--- src/rtl/direct_message_router.sv ---
`timescale 1ns/1ps
// direct_message_router: per-channel input FIFOs, round-robin candidate scan, and
// dispatch to a solver-chosen output channel or to the local unit. Define ROUTER_STATS_EN for counters.
module direct_message_router #(
  parameter int unsigned ADDRESS_WIDTH = 8,
  parameter int unsigned CHANNEL_COUNT = 4,
  parameter int unsigned FIFO_DEPTH    = 2,
  localparam int unsigned MSG_W         = ADDRESS_WIDTH + 2,
  localparam int unsigned CHANNEL_WIDTH = (CHANNEL_COUNT > 1) ? $clog2(CHANNEL_COUNT) : 1
) (
  input  logic                             clk,
  input  logic                             reset,
  input  logic [ADDRESS_WIDTH-1:0]         my_address,
  input  logic [MSG_W*CHANNEL_COUNT-1:0]   in_data,
  input  logic [CHANNEL_COUNT-1:0]         in_valid,
  output logic [CHANNEL_COUNT-1:0]         in_is_taken,
  output logic [MSG_W*CHANNEL_COUNT-1:0]   out_data,
  output logic [CHANNEL_COUNT-1:0]         out_valid,
  input  logic [CHANNEL_COUNT-1:0]         out_is_full,
  output logic [ADDRESS_WIDTH-1:0]         route_target,
  input  logic [CHANNEL_WIDTH-1:0]         route_result_idx,
`ifdef ROUTER_STATS_EN
  output logic [15:0]                      forward_count,
  output logic [15:0]                      stall_count,
`endif
  output logic [1:0]                       local_data,
  output logic                             local_valid
);

  localparam int unsigned PTR_W = $clog2(FIFO_DEPTH);
  localparam int unsigned CNT_W = $clog2(FIFO_DEPTH + 1);

  logic [MSG_W-1:0]         r_mem     [CHANNEL_COUNT][FIFO_DEPTH];
  logic [PTR_W-1:0]         r_rd_ptr  [CHANNEL_COUNT];
  logic [PTR_W-1:0]         r_wr_ptr  [CHANNEL_COUNT];
  logic [CNT_W-1:0]         r_count   [CHANNEL_COUNT];
  logic [CHANNEL_WIDTH-1:0] r_rr;
  logic [CHANNEL_COUNT-1:0] r_out_valid;
  logic [MSG_W-1:0]         r_out_data [CHANNEL_COUNT];
  logic                     r_local_valid;
  logic [1:0]               r_local_data;

  logic                     w_found;
  logic [CHANNEL_WIDTH-1:0] w_cand;
  int unsigned              w_scan;
  logic [MSG_W-1:0]         w_head;
  logic                     w_is_local;
  logic                     w_k_ok;
  logic                     w_forward;
  logic                     w_stall;
  logic                     w_dispatch;
  logic [CHANNEL_COUNT-1:0] w_pop;

  // Acceptance looks only at the registered count, so a full FIFO never accepts while popping.
  always_comb begin
    in_is_taken = '0;
    for (int unsigned i = 0; i < CHANNEL_COUNT; i++) begin
      in_is_taken[i] = in_valid[i] & ~reset & (32'(r_count[i]) < FIFO_DEPTH);
    end
  end

  // First non-empty FIFO at or after the round-robin pointer.
  always_comb begin
    w_found = 1'b0;
    w_cand  = '0;
    w_scan  = 0;
    for (int unsigned off = 0; off < CHANNEL_COUNT; off++) begin
      w_scan = (32'(r_rr) + off) % CHANNEL_COUNT;
      if (!w_found && (r_count[w_scan] != '0)) begin
        w_found = 1'b1;
        w_cand  = CHANNEL_WIDTH'(w_scan);
      end
    end
  end

  assign w_head       = r_mem[w_cand][r_rd_ptr[w_cand]];
  assign route_target = w_found ? w_head[MSG_W-1:2] : '0;
  assign w_is_local   = w_found && (w_head[MSG_W-1:2] == my_address);
  assign w_k_ok       = 32'(route_result_idx) < CHANNEL_COUNT;
  assign w_forward    = w_found && !w_is_local && w_k_ok && !out_is_full[route_result_idx];
  assign w_stall      = w_found && !w_is_local && !w_forward;
  assign w_dispatch   = w_is_local || w_forward;

  always_comb begin
    w_pop = '0;
    if (w_dispatch) w_pop[w_cand] = 1'b1;
  end

  // Storage array carries no reset; validity is tracked by the pointers and counts.
  always_ff @(posedge clk) begin
    for (int unsigned i = 0; i < CHANNEL_COUNT; i++) begin
      if (in_is_taken[i]) r_mem[i][r_wr_ptr[i]] <= in_data[i*MSG_W +: MSG_W];
    end
  end

  always_ff @(posedge clk or posedge reset) begin
    if (reset) begin
      for (int unsigned i = 0; i < CHANNEL_COUNT; i++) begin
        r_rd_ptr[i] <= '0;
        r_wr_ptr[i] <= '0;
        r_count[i]  <= '0;
      end
    end else begin
      for (int unsigned i = 0; i < CHANNEL_COUNT; i++) begin
        if (in_is_taken[i]) r_wr_ptr[i] <= r_wr_ptr[i] + PTR_W'(1);
        if (w_pop[i])       r_rd_ptr[i] <= r_rd_ptr[i] + PTR_W'(1);
        if (in_is_taken[i] && !w_pop[i])      r_count[i] <= r_count[i] + CNT_W'(1);
        else if (!in_is_taken[i] && w_pop[i]) r_count[i] <= r_count[i] - CNT_W'(1);
      end
    end
  end

  // Registered dispatch; the pointer advances past the candidate even when it stalls.
  always_ff @(posedge clk or posedge reset) begin
    if (reset) begin
      r_rr          <= '0;
      r_out_valid   <= '0;
      r_local_valid <= 1'b0;
      r_local_data  <= '0;
      for (int unsigned i = 0; i < CHANNEL_COUNT; i++) r_out_data[i] <= '0;
    end else begin
      r_out_valid   <= '0;
      r_local_valid <= 1'b0;
      if (w_found) r_rr <= CHANNEL_WIDTH'((32'(w_cand) + 1) % CHANNEL_COUNT);
      if (w_forward) begin
        r_out_valid[route_result_idx] <= 1'b1;
        r_out_data[route_result_idx]  <= w_head;
      end
      if (w_is_local) begin
        r_local_valid <= 1'b1;
        r_local_data  <= w_head[1:0];
      end
    end
  end

  always_comb begin
    out_data = '0;
    for (int unsigned i = 0; i < CHANNEL_COUNT; i++) out_data[i*MSG_W +: MSG_W] = r_out_data[i];
  end

  assign out_valid   = r_out_valid;
  assign local_valid = r_local_valid;
  assign local_data  = r_local_data;

`ifdef ROUTER_STATS_EN
  logic [15:0] r_fwd_cnt;
  logic [15:0] r_stall_cnt;

  // Saturating event counters; local deliveries count as forwards.
  always_ff @(posedge clk or posedge reset) begin
    if (reset) begin
      r_fwd_cnt   <= '0;
      r_stall_cnt <= '0;
    end else begin
      if (w_dispatch && (r_fwd_cnt != 16'hFFFF))  r_fwd_cnt   <= r_fwd_cnt + 16'd1;
      if (w_stall && (r_stall_cnt != 16'hFFFF))   r_stall_cnt <= r_stall_cnt + 16'd1;
    end
  end

  assign forward_count = r_fwd_cnt;
  assign stall_count   = r_stall_cnt;
`endif

endmodule

--- config.mk ---
export PLATFORM = sky130hd
export DESIGN_NAME = direct_message_router
export DESIGN_NICKNAME = d
export VERILOG_FILES = /design/src/rtl/direct_message_router.sv
export SDC_FILE = /design/constraint.sdc
export NUM_CORES = 1
export LEC_CHECK = 0
export BUFFER_PORTS_ARGS = -buffer_cell sky130_fd_sc_hd__buf_2
export CAP_MARGIN = 10
export CORE_MARGIN = 8
export CORE_UTILIZATION = 35
export CTS_CLUSTER_SIZE = 25
export DETAILED_ROUTE_END_ITERATION = 8
export PLACE_DENSITY_LB_ADDON = 0.12
export SYNTH_ARGS = -nofsm -noshare
export SYNTH_HDL_FRONTEND = slang
export SYNTH_SLANG_ARGS = --single-unit
--- constraint.sdc ---
create_clock -name clk -period 5.35 [get_ports clk]
set_clock_uncertainty 0.05 [all_clocks]
set_input_delay 0 -clock clk [delete_from_list [all_inputs] [get_ports clk]]
set_output_delay 0 -clock clk [all_outputs]
set_load 0.01 [all_outputs]
# == Word level (Yosys, flattened, before mapping) ==
# Memories as Yosys holds them, arrays and structs flattened.
# Index checks and enable logic that the tools add are counted.
# totals
inputBits,60
memories,1
mem_bits_rw,80
output_inout_bits,59
ff_bits,65
word_cells,192
# memory_table
name,depth,word_bits,rd,rd_clocked_by_memory_dff,wr,line,source
r_mem,4,20,1,0,4,33,logic [MSG_W-1:0] r_mem [CHANNEL_COUNT][FIFO_DEPTH];
# classes
n_mux,63
n_lt_le_gt_ge,24
addsub,20
n_bitwise,20
n_eq_ne,1
n_reduce_logical,43
# ops
operator,n
$ge 33x3->1 const B,4
$not 2->33,4
$mux 10,8
$mux 20,4
$bwmux 40,1
$demux 10 s1,4
$mux 2,20
$logic_and 1x1->1,21
$demux 10 s2,1
$bmux 2 s2,4
$reduce_bool 2->1,8
$mux 1,14
$logic_not 1->1,13
$add 2x1->2 const B,6
$ge 2x2->1 const B,5
$not 1->2,5
$add 1x1->1 const B,8
$and 1x1->1,8
$eq 8x8->1,1
$lt 2x1->1 const B,4
$lt 2x2->1 const B,4
$mux 4,2
$mux 8,1
$sub 2x1->2 const B,4
other kinds (10),17

# == Depth between registers and ports, before layout ==
# Gate-level depths: netlist (run 1).
# logic_depth
depth_word,33
mapped_depth,15
depth_no_buf,14

# == Worst setup path before layout (run 1) ==
# No wires, ideal clock.
# synth_path
path_kind,register to register
from,register r_count[2] in the netlist's numbering
to,register r_count[3] in the netlist's numbering
path_stages_with_launch,15
t_required_ns,5.221
synth_period_minus_slack_ns,3.071
path_buffers,1
path_slack_ns,2.279
setup_time_ns,0.079
t_arrival_ns,2.942
cell_sequence,dfrtp_1 o21ba_1 o21a_1 nor3_4 buf_4 o221ai_1 and3_1 nor4b_2 nand4_4 a21oi_1 inv_1 ha_1 xor2_1 nor2_1 xor2_1
# synth_via
elab_chain_cells,32
word_cells_on_any_way,62
classes_between,add/sub: 2; order compare: 3; eq/ne: 1; mux: 31; bitwise: 3; reduce/logical: 21; memory: 1
# synth_rtl
item,line,source
start: declaration,36,logic [CNT_W-1:0] r_count [CHANNEL_COUNT];
start signal: indexed assignment,107,if (in_is_taken[i] && !w_pop[i]) r_count[i] <= r_count[i] + CNT_W'(1);
start signal: indexed assignment,108,else if (!in_is_taken[i] && w_pop[i]) r_count[i] <= r_count[i] - CNT_W'(1);
$bmux 2 s2,69,if (!w_found && (r_count[w_scan] != '0)) begin
$mux 2 (implied by the code) (2 in a row),69,
$reduce_bool 2->1,69,
$mux 1,69,
$logic_not 1->1,69,
$logic_and 1x1->1,69,
$mux 1,69,
$logic_not 1->1,69,
[... 15 more ...],n/a,
$logic_not 1->1,n/a,
$logic_and 1x1->1,n/a,
$logic_and 1x1->1,80,assign w_forward = w_found && !w_is_local && w_k_ok && !out_is_full[route_result_idx];
$logic_or 1x1->1,82,assign w_dispatch = w_is_local || w_forward;
$mux 4,86,if (w_dispatch) w_pop[w_cand] = 1'b1;
$logic_not 1->1,107,
$logic_and 1x1->1,107,
$mux 2 / $reduce_bool 2->1 (equally long branches),n/a,
# Several ways; a longest one is shown, not always the timed one. The select of a mux whose other input is x is not followed.
# A chain may end at the register's enable or synchronous reset.

# == Worst setup path in the final report (run 1) ==
# layout_path
from,register r_count[2] in the netlist's numbering
to,register r_out_data (netlist bit out_data[38])
# layout_via
elab_chain_cells,27
word_cells_on_any_way,45
classes_between,eq/ne: 1; mux: 27; bitwise: 2; reduce/logical: 14; memory: 1
# layout_rtl
item,line,source
$bmux 2 s2,69,
$mux 2 (implied by the code) (2 in a row),69,
$reduce_bool 2->1,69,
$mux 1,69,
$logic_not 1->1,69,
$logic_and 1x1->1,69,
$mux 1,69,
$logic_not 1->1,69,
[... 7 more ...],n/a,
$mux 1 (implied by the code) (2 in a row),76,assign w_head = r_mem[w_cand][r_rd_ptr[w_cand]];
$not 1->2 (implied by the code),76,
$mux 10 (implied by the code) (3 in a row),76,
$eq 8x8->1,78,assign w_is_local = w_found && (w_head[MSG_W-1:2] == my_address);
$logic_and 1x1->1,78,
$logic_not 1->1,n/a,
$logic_and 1x1->1,n/a,
$logic_and 1x1->1,80,
end signal: indexed assignment,127,r_out_data[route_result_idx] <= w_head;
end: declaration,39,logic [MSG_W-1:0] r_out_data [CHANNEL_COUNT];
# Several ways; a longest one is shown, not always the timed one. The select of a mux whose other input is x is not followed.

==> results of run 1 <==
==> path summary, 6_finish.rpt <==
path / start / endpoint / slack, ns / cells after the start
min in group asynchronous: reset / r_wr_ptr[1]$_DFFE_PP0P_ / 0.53 / 4
max reg2reg: r_count[2]$_DFFE_PP0P_ / out_data[38]$_DFFE_PP0P_ / 1.27 / 9
max: r_count[2]$_DFFE_PP0P_ / out_data[38]$_DFFE_PP0P_ / 1.27 / 9
min reg2reg: r_wr_ptr[3]$_DFFE_PP0P_ / r_wr_ptr[3]$_DFFE_PP0P_ / 0.43 / 1
max in group asynchronous: reset / out_data[16]$_DFFE_PP0P_ / 3.73 / 5
min: in_valid[1] / r_wr_ptr[2]$_DFFE_PP0P_ / 0.05 / 3
==> sequential cells by signal, summed over array words and instances (netlist names) <==
register / count
out_valid: 4
r_mem: 80
r_count: 8
local_data: 2
out_data: 40
local_valid: 1
r_wr_ptr: 4
r_rr: 2
r_rd_ptr: 4
==> cell type report <==
class,count,area (sq um),share of cell area [%]
Clock inverter,12,110,1.37
Inverter,20,75.1,0.935
Timing Repair Buffer,165,1050,13.1
Clock buffer,20,447,5.56
Sequential cell,145,4030,50.2
Multi-Input combinational cell,248,2030,25.3
Tap cell,229,287,3.57
==> Yosys cell counts, types with 5 or more instances <==
master,instances,area share (%)
nand3_1,7,0.56
and2_1,5,0.50
buf_2,7,0.56
a21oi_1,20,1.6
inv_1,19,1.1
mux2_1,38,6.9
nand2_1,32,1.9
a221o_1,8,1.3
edfxtp_1,80,39
mux2_2,6,1.1
nor2b_1,13,1.3
o221ai_1,8,1.1
xor2_1,16,2.2
ha_1,8,1.6
a211oi_1,8,0.96
dfrtp_1,65,26
nor2_1,11,0.66
and3_1,5,0.50
mux2i_1,30,4.8
==> critical path: cells and delay by family, from the launching register on <==
kind | cells | cell delay (ns)
mux | 1 | 0.39
compound gates | 3 | 0.88
simple gates | 5 | 2.18
flops | 1 | 0.45
==> repair_timing <==
action | 4_1_cts | 5_1_grt
gates resized for setup | 0 | 0
hold buffers | 44 | 0
endpoints found under the hold margin | 147 | 0
==> metrics by stage <==
stage	area, sq um	power [mW]	setup slack [ns]	utilization (%)	hold WS [ns]
after floorplan	6230	3.08	2.28	-	0.0316
after detailed placement	7030	3.82	1.29	39.7	-0.145
after CTS	8030	4.97	1.28	45.3	0.0276
after global routing	8030	5.22	0.973	45.3	0.0560
final	8030	4.90	1.27	45.3	0.0451
after global placement	7030	3.79	1.32	39.7	-0.143
==> layer usage <==
| metal | GRT usage (%) | up-vias |
|---|---|---|
| met5 | 0 | - |
| met4 | 6.26 | 0 |
| met3 | 4.02 | 24 |
| met2 | 21.7 | 113 |
| met1 | 17.8 | 1945 |
| li1 | - | 1926 |
==> power breakdown <==
group	total (mW)	internal (mW)	switching, mW
clock	1.10	0.651	0.454
sequential	1.75	1.50	0.255
combinational	2.04	0.822	1.22
total	4.90	2.97	1.93
==> logic make-up (layout without fill, tap and decap cells) <==
logic type	Yosys count	count (layout)	synth area share (%)
muxes	75	75	13.1
buffers and inverters	36	217	2.85
DFF	145	145	64.6
xor gates and xnor gates	20	20	2.81
adders and majority gates	8	8	1.61
AOI/OAI and AO/OA	54	54	6.16
and+or+nand+nor	91	91	8.83
==> summary.md, run 1 <==
| Metric | Value |
|---|---|
| Critical-path cell list | o21ba_1 > o21a_1 > nor3_4 > o221ai_1 > and3_1 > nor4b_2 > nand4_4 > nand4_1 > mux2_2 |
| Minimum clock period | 4.08 ns |
| Synth Instances | 429 |
| Fmax | 0.245 GHz |
| Routed Antenna Nets | 0 |
| Setup TNS | 0 ns |
| Met3 WL | 965 microns |
| RSZ-0062 raised after global routing | no |
| PortBufs | 118 |
| Initial antenna violation count | 0 |
| Synth-to-Final Area Change | 28.8% |
| Final hold violations | 0 |
| Root Buffer | clkbuf_16 |
| Die height | 149 microns |
| Peak VDD IR | 0.273 mV |
| Core area | 0.0177 sq mm |
| Antenna cells | 0 |
| CP endpoint kind | flop |
| Setup CP Type | flop to flop |
| Routed met1 length | 6890 microns |
| Die area | 0.0223 sq mm |
| Synth Flop Type | edfxtp_1 |
| CP startpoint kind | flop |
| Min-delay worst type | input pin to flop |
| Post-DP HPWL | 11300 microns |
| CTS Buffer Depth | 2 |
| Commonest non-fill, non-tap cell in the layout | buf_2 |
| Clock sinks | 145 |
| IO Pins | 119 |
| Initial drt markers | 210 |
| Top sig layer | met4 |
| Global-route wire length before repair | 23500 microns |
| Post-CTS setup buffers | 0 |
| Die Span X | 149 microns |
| Slew @ Worst Pin | 0.904 ns |
| CTS Buf Count | 17 |
| RD Place Congestion | 0.767 |
| Mapped Area | 0.00623 sq mm |
| Worst EP arrival | 4.34 ns |
| First-pass DRT Iterations | 5 |
| MaxCap Viol Count | 0 |
| Crit Path Max Fanout | 24 |
| Post-synthesis register bit count | 145 |
| Asr flop ratio synth | 44.8% |
| CP max-delay cell | nor3_4 |
| Syn_area_per_cell | 14.5 sq um |
| Drt total wl | 15000 microns |
| Critical Path RT | 5.61 ns |
| Largest net degree at the start of global routing | 65 |
| DR vias | 4008 |
| Period utilization | 76.3% |
| DRC | 0 |
| Share of layout cells above drive strength 1 | 28.0% |
| Nets | 665 |
| Vias in the first global route | 4223 |
| Rel. slew slack | 39.6% |
| GRT Total Usage | 14.0% |
| Met2 WL | 6850 microns |
| Slowest cell delay on critical path | 0.72 ns |
| Pwr Density | 610 mW/mm^2 |
| Fill count | 1644 |
| Most frequent cells in the layout | buf_2, edfxtp_1, dfrtp_1, dlygate4sd3_1, mux2_1 |
| Post-synth EDFFs | 80 |
| Final Non-Filler Cells | 839 |
| Grt total ovfl | 0 |
| Num rows | 49 |
| Synth unique cells | 43 |
| Leak pwr | 3.46 nW |
| CTS tree | done |
| Synthesized Nets | 497 |
| Clock Latency Late Sink | 0.42 ns |
| WL per Instance | 17.9 microns |
| Yosys warns | 0 |
| Status | finished, final reports clean |
| Starting Density | 35.2% |
| Final setup fails | 0 |
| Clock-pin slew reported for the worst setup and hold paths after clock tree synthesis | 0.06 ns |
| Inst Count DP | 763 |
| Max Slew Vio Count | 0 |
| H-tree levels | 4 |
| Vias per cell | 4.78 |
| Sequential cell area fraction in the yosys report | 64.6% |
No activity file was read; power rests on OpenSTA's default activity.
==> inputs of run 2 (changes only) <==
==> constraint.sdc (replaced) <==
create_clock -name clk -period 3.35 [get_ports clk]
set_clock_uncertainty 0.05 [all_clocks]
set_input_delay 0 -clock clk [delete_from_list [all_inputs] [get_ports clk]]
set_output_delay 0 -clock clk [all_outputs]
set_load 0.01 [all_outputs]
==> summary.md, run 2 (same netlist as run 1, synthesis figures left out) <==
| Metric | Value |
|---|---|
| GRT Total Usage | 14.5% (+0.48 points) |
| CP endpoint kind | flop |
| Die Span X | 149 microns (unchanged) |
| Die height | 149 microns (unchanged) |
| Clock sinks | 145 (unchanged) |
| Vias in the first global route | 4445 (+5.3%) |
| Commonest non-fill, non-tap cell in the layout | buf_2 |
| Antenna cells | 0 (unchanged) |
| Rel. slew slack | 34.5% (-5.1 points) |
| Critical Path RT | 3.60 ns (-2.01 ns) |
| Routed Antenna Nets | 0 (unchanged) |
| Setup TNS | 0 ns (unchanged) |
| Worst EP arrival | 3.48 ns (-0.86 ns) |
| Clock-pin slew reported for the worst setup and hold paths after clock tree synthesis | 0.06 ns (about the same) |
| Core area | 0.0177 sq mm (unchanged) |
| Num rows | 49 (unchanged) |
| Clock Latency Late Sink | 0.42 ns (about the same) |
| Crit Path Max Fanout | 11 (-54%) |
| WL per Instance | 17.6 microns (-2.1%) |
| Starting Density | 35.2% (unchanged) |
| Period utilization | 96.5% (+20 points) |
| Fmax | 0.309 GHz (+26%) |
| Setup CP Type | flop to flop |
| Peak VDD IR | 0.588 mV (+120%) |
| DR vias | 4266 (+6.4%) |
| Pwr Density | 1060 mW/mm^2 (+74%) |
| Initial antenna violation count | 0 (unchanged) |
| Final setup fails | 0 (unchanged) |
| Share of layout cells above drive strength 1 | 41.0% (+13 points) |
| Status | finished, final reports clean |
| CTS Buffer Depth | 2 (unchanged) |
| Final Non-Filler Cells | 905 (+7.9%) |
| Nets | 732 (+10%) |
| Root Buffer | clkbuf_16 |
| Hold Slack | 0.0211 ns (-0.0239 ns) |
| Synth-to-Final Area Change | 44.2% |
| Final hold violations | 0 (unchanged) |
| RD Place Congestion | 0.782 (+2.0%) |
| CP startpoint kind | flop |
| RSZ-0062 raised after global routing | yes |
| Minimum clock period | 3.23 ns (-0.847 ns) |
| CTS tree | done |
| DRC | 0 (unchanged) |
| PortBufs | 118 (unchanged) |
| Max Slew Vio Count | 0 (unchanged) |
| Drt total wl | 15900 microns (+5.6%) |
| Largest register FFs | 80 (unchanged) |
| Initial drt markers | 154 (-27%) |
| CTS Buf Count | 17 (unchanged) |
| H-tree levels | 4 (unchanged) |
| Die area | 0.0223 sq mm (unchanged) |
| Min-delay worst type | input pin to flop |
| Slew @ Worst Pin | 0.980 ns (+0.0763 ns) |
| MaxCap Viol Count | 0 (unchanged) |
| Largest net degree at the start of global routing | 45 (-31%) |
| Leak pwr | 3.92 nW (+13%) |
| Most frequent cells in the layout | buf_2, edfxtp_1, dfrtp_1, buf_4, dlygate4sd3_1 |
| Global-route wire length before repair | 24400 microns (+3.5%) |
| Grt total ovfl | 0 (unchanged) |
| IO Pins | 119 (unchanged) |
| Inst Count DP | 809 (+6.0%) |
| First-pass DRT Iterations | 4 (-1) |
| Post-DP HPWL | 11700 microns (+3.8%) |
| Vias per cell | 4.71 (-1.3%) |
==> run 2: layout make-up <==
class / count / area (sq um)
clock buffers: 22 / 475
clock inverters: 9 / 105
fillers: 1567 / 8730
inverters: 20 / 80.1
multi-input cells: 248 / 2340
flip-flops and latches: 145 / 4040
well taps: 229 / 287
repair buffers: 232 / 1670
==> run 2: path summary, 6_finish.rpt <==
| kind | from | end | slack (ns) | cells past startpoint |
|---|---|---|---|---|
| max | r_count[7]$_DFFE_PP0P_ | out_data[38]$_DFFE_PP0P_ | 0.12 | 13 |
| max reg2reg | r_count[7]$_DFFE_PP0P_ | out_data[38]$_DFFE_PP0P_ | 0.12 | 13 |
| min | route_result_idx[0] | out_valid[1]$_DFF_PP0_ | 0.02 | 4 |
| min in group asynchronous | reset | r_wr_ptr[1]$_DFFE_PP0P_ | 0.35 | 3 |
| max in group asynchronous | reset | out_data[18]$_DFFE_PP0P_ | 2.03 | 4 |
| min reg2reg | out_data[17]$_DFFE_PP0P_ | out_data[17]$_DFFE_PP0P_ | 0.43 | 1 |
==> run 2: what timing repair did <==
item / in CTS / in global routing
hold endpoints to repair: 126 / 0
pin swaps: 0 / 26
hold buffers: 44 / 0
endpoints found under the setup margin: 3 / 50
resized for setup: 3 / 72
buffers inserted: 0 / 21
==> run 2: worst max-delay path: stages, from the launching register on <==
cell and delay [ns]:
dfrtp_2 0.44, nor2_4 0.14, and3b_2 0.24, nor3_4 0.24
buf_6 0.17, a221o_1 0.16, buf_4 0.14, a21oi_2 0.07
nor4b_4 0.35, nand4_4 0.26, buf_4 0.24, nand4_1 0.14
buf_12 0.16, mux2_2 0.33
==> run 2: where the power goes <==
group          internal (mW)  total [mW]  switching (mW)  leakage, nW
Sequential              2.40        2.75           0.347         1.50
Combinational           2.39        4.93            2.54         2.13
Clock                   1.15        1.86           0.705        0.290
==> run 2: layer usage <==
layer  GRT usage, %  up-vias  part of all wire, %
met5              0        -                    0
met4           4.85        0                  1.3
met3           4.32       13                  6.0
met2           23.0      109                   48
met1           18.4     2087                   45
li1               -     2057                    -
==> run 2: through the flow <==
step	util (%)	cell area (sq um)	setup slack, ns	power (mW)
after floorplan	-	6230	0.279	4.91
final	50.7	8990	0.116	9.54
after detailed placement	42.1	7450	-0.0446	6.67
after CTS	47.9	8480	-0.00833	8.61
after global placement	42.1	7450	-0.0186	6.61
after global routing	50.7	8990	-0.0374	10.2
==> inputs of run 3 (changes only) <==
--- a/config.mk
+++ b/config.mk
@@ -6,11 +6,11 @@
 export NUM_CORES = 1
 export LEC_CHECK = 0
 export BUFFER_PORTS_ARGS = -buffer_cell sky130_fd_sc_hd__buf_2
-export CAP_MARGIN = 10
 export CORE_MARGIN = 8
 export CORE_UTILIZATION = 35
 export CTS_CLUSTER_SIZE = 25
 export DETAILED_ROUTE_END_ITERATION = 8
+export GPL_TIMING_DRIVEN = 0
 export PLACE_DENSITY_LB_ADDON = 0.12
 export SYNTH_ARGS = -nofsm -noshare
 export SYNTH_HDL_FRONTEND = slang
==> constraint.sdc (replaced) <==
create_clock -name clk -period 2.7 [get_ports clk]
set_clock_uncertainty 0.05 [all_clocks]
set_input_delay 0 -clock clk [delete_from_list [all_inputs] [get_ports clk]]
set_output_delay 0 -clock clk [all_outputs]
set_load 0.01 [all_outputs]
==> summary.md, run 3 (same netlist as run 1, synthesis figures left out) <==
| Metric | Value |
|---|---|
| Status | finished with violations |
| Failing checks | setup timing |
| CP startpoint kind | flop |
| Commonest non-fill, non-tap cell in the layout | buf_2 |
| Fmax | 0.304 GHz (-1.6%) |
| Minimum clock period | 3.29 ns (+0.0541 ns) |
| Antenna cells | 0 (unchanged) |
| CTS Buf Count | 17 (unchanged) |
| Worst EP arrival | 3.53 ns (+0.05 ns) |
| First-pass DRT Iterations | 4 (unchanged) |
| Hold Slack | 0.0227 ns (+0.00154 ns) |
| Grt total ovfl | 0 (unchanged) |
| Post-Place Worst Slack | -0.728 ns (-0.684 ns) |
| CP max-delay cell | dfrtp_1 |
| Core area | 0.0177 sq mm (unchanged) |
| Synth-to-Final Area Change | 47.9% |
| PortBufs | 118 (unchanged) |
| GRT Total Usage | 15.1% (+0.64 points) |
| Worst setup margin | -0.588 ns (-0.704 ns) |
| Critical-path cell list | buf_4 > a211oi_2 > nor3_4 > buf_4 > a221o_1 > and3_4 > nor4b_4 > buf_4 > buf_4 > nand4_4 > nand4b_4 > buf_6 > buf_8 > mux2_4 |
| Most frequent cells in the layout | buf_2, edfxtp_1, dfrtp_1, dlygate4sd3_1, mux2_4 |
| Post-Route Utilization | 52.0% (+1.3 points) |
| Clock-pin slew reported for the worst setup and hold paths after clock tree synthesis | 0.06 ns (about the same) |
| RD Place Congestion | 0.734 (-6.2%) |
| Leak pwr | 4.11 nW (+4.8%) |
| Die height | 149 microns (unchanged) |
| Initial antenna violation count | 0 (unchanged) |
| Vias in the first global route | 4556 (+2.5%) |
| Slowest cell delay on critical path | 0.43 ns (about the same) |
| Slew @ Worst Pin | 0.974 ns (-0.00592 ns) |
| Final setup fails | 59 (+59) |
| CTS tree | done |
| CTS Buffer Depth | 2 (unchanged) |
| Peak VDD IR | 0.633 mV (+7.5%) |
| Min-delay worst type | input pin to flop |
| Clock Latency Late Sink | 0.42 ns (about the same) |
| DR vias | 4282 (+0.38%) |
| Starting Density | 35.2% (unchanged) |
| Crit Path Max Fanout | 5 (-6) |
| DRC | 0 (unchanged) |
| Num rows | 49 (unchanged) |
| Crit path buf inv count | 6 (+2) |
| Initial drt markers | 113 (-27%) |
| WL per Instance | 18.3 microns (+4.0%) |
| CP endpoint kind | flop |
| Die area | 0.0223 sq mm (unchanged) |
| H-tree levels | 4 (unchanged) |
| Share of layout cells above drive strength 1 | 46.7% (+5.7 points) |
| Post-DP HPWL | 11300 microns (-3.5%) |
| RSZ-0062 raised after global routing | yes |
| Nets | 727 (-0.68%) |
| Critical Path RT | 2.95 ns (-0.65 ns) |
| MaxCap Viol Count | 0 (unchanged) |
| Drt total wl | 16500 microns (+3.6%) |
| IO Pins | 119 (unchanged) |
| CP delay by family, top | simple AND/OR/NAND/NOR gates |
| Vias per cell | 4.75 (+0.82%) |
| Period utilization | 122% (+25 points) |
| Largest register FFs | 80 (unchanged) |
| Final hold violations | 0 (unchanged) |
| Rel. slew slack | 34.9% (+0.36 points) |
| Root Buffer | clkbuf_16 |
| Clock sinks | 145 (unchanged) |
| Max Slew Vio Count | 0 (unchanged) |
| Setup CP Type | flop to flop |
| Pwr Density | 1300 mW/mm^2 (+23%) |
| PnR Total Power | 12.0 mW (+26%) |
| Routed Antenna Nets | 0 (unchanged) |
| Fill count | 1519 (-3.1%) |
| Global-route wire length before repair | 25500 microns (+4.5%) |
| Largest net degree at the start of global routing | 66 (+47%) |
| Most used cell along the critical path | buf_4 |
| Die Span X | 149 microns (unchanged) |
==> run 3: changes by cell type in the layout (fill, tap and decap cells not counted), sizes merged <==
cell         before  now
dlygate4sd3      44   43
clkbuf           22   21
buf             188  180
clkinvlp          0    4
nand4             2    3
inv              21   22
==> run 3: cell type report <==
class	instances	area, sq um	area share (%)
timing repair buffer	210	1500	16.3
multi-input combinational	249	2580	28.0
buffer	16	168	1.82
clock buffer	18	429	4.65
clock inverter	14	140	1.52
tap	229	287	3.11
sequential	145	4040	43.8
inverter	20	80.1	0.868
==> run 3: path summary, 6_finish.rpt <==
path	from	endpoint	slack, ns	depth (start not counted)
setup / recovery	r_rr[0]$_DFFE_PP0P_	out_data[28]$_DFFE_PP0P_	-0.59	14
hold / removal	in_valid[3]	r_wr_ptr[0]$_DFFE_PP0P_	0.02	3
setup reg to reg	r_rr[0]$_DFFE_PP0P_	out_data[28]$_DFFE_PP0P_	-0.59	14
hold reg to reg	r_wr_ptr[0]$_DFFE_PP0P_	r_wr_ptr[0]$_DFFE_PP0P_	0.43	1
max in group asynchronous	reset	r_rr[1]$_DFFE_PP0P_	1.74	3
min in group asynchronous	reset	r_wr_ptr[0]$_DFFE_PP0P_	0.29	3
==> run 3: report_power, final <==
part / leakage [nW] / switching (mW) / internal (mW)
logic: 2.33 / 3.35 / 3.02
clock network: 0.270 / 0.904 / 1.35
registers: 1.50 / 0.396 / 2.98
==> run 3: per-layer routing <==
metal  routed length [microns]  vias to the layer above  GRT usage, %
li1                          -                     2054             -
met4                       346                        0          6.46
met3                      1030                       19          3.51
met1                      7130                     2094          18.9
met2                      7960                      115          24.6
met5                         0                        -             0
==> run 3: repair_timing <==
item | in CTS | in global routing
endpoints found under the setup margin | 59 | 69
hold buffers | 43 | 0
pin swaps | 11 | 19
setup buffers | 31 | 13
cloned | 6 | 0
resized for setup | 97 | 16
endpoints found under the hold margin | 147 | 0
==> run 3: metrics by stage <==
step                      instance area [sq um]  std cells  setup TNS, ns
after floorplan                            6430        429          -4.85
after global placement                     7310        776         -30.93
after detailed placement                   7310        776         -29.42
after CTS                                  9070        888         -24.07
after global routing                       9220        901         -35.18
final                                      9220        901         -28.64
==> run 3: worst reg2reg max path, cell delays in order, from the launching register on <==
cell and delay [ns]:
dfrtp_1 0.43, buf_4 0.16, a211oi_2 0.26, nor3_4 0.10, buf_4 0.15, a221o_1 0.34
and3_4 0.19, nor4b_4 0.35, buf_4 0.16, buf_4 0.11, nand4_4 0.16, nand4b_4 0.15
buf_6 0.12, buf_8 0.13, mux2_4 0.31
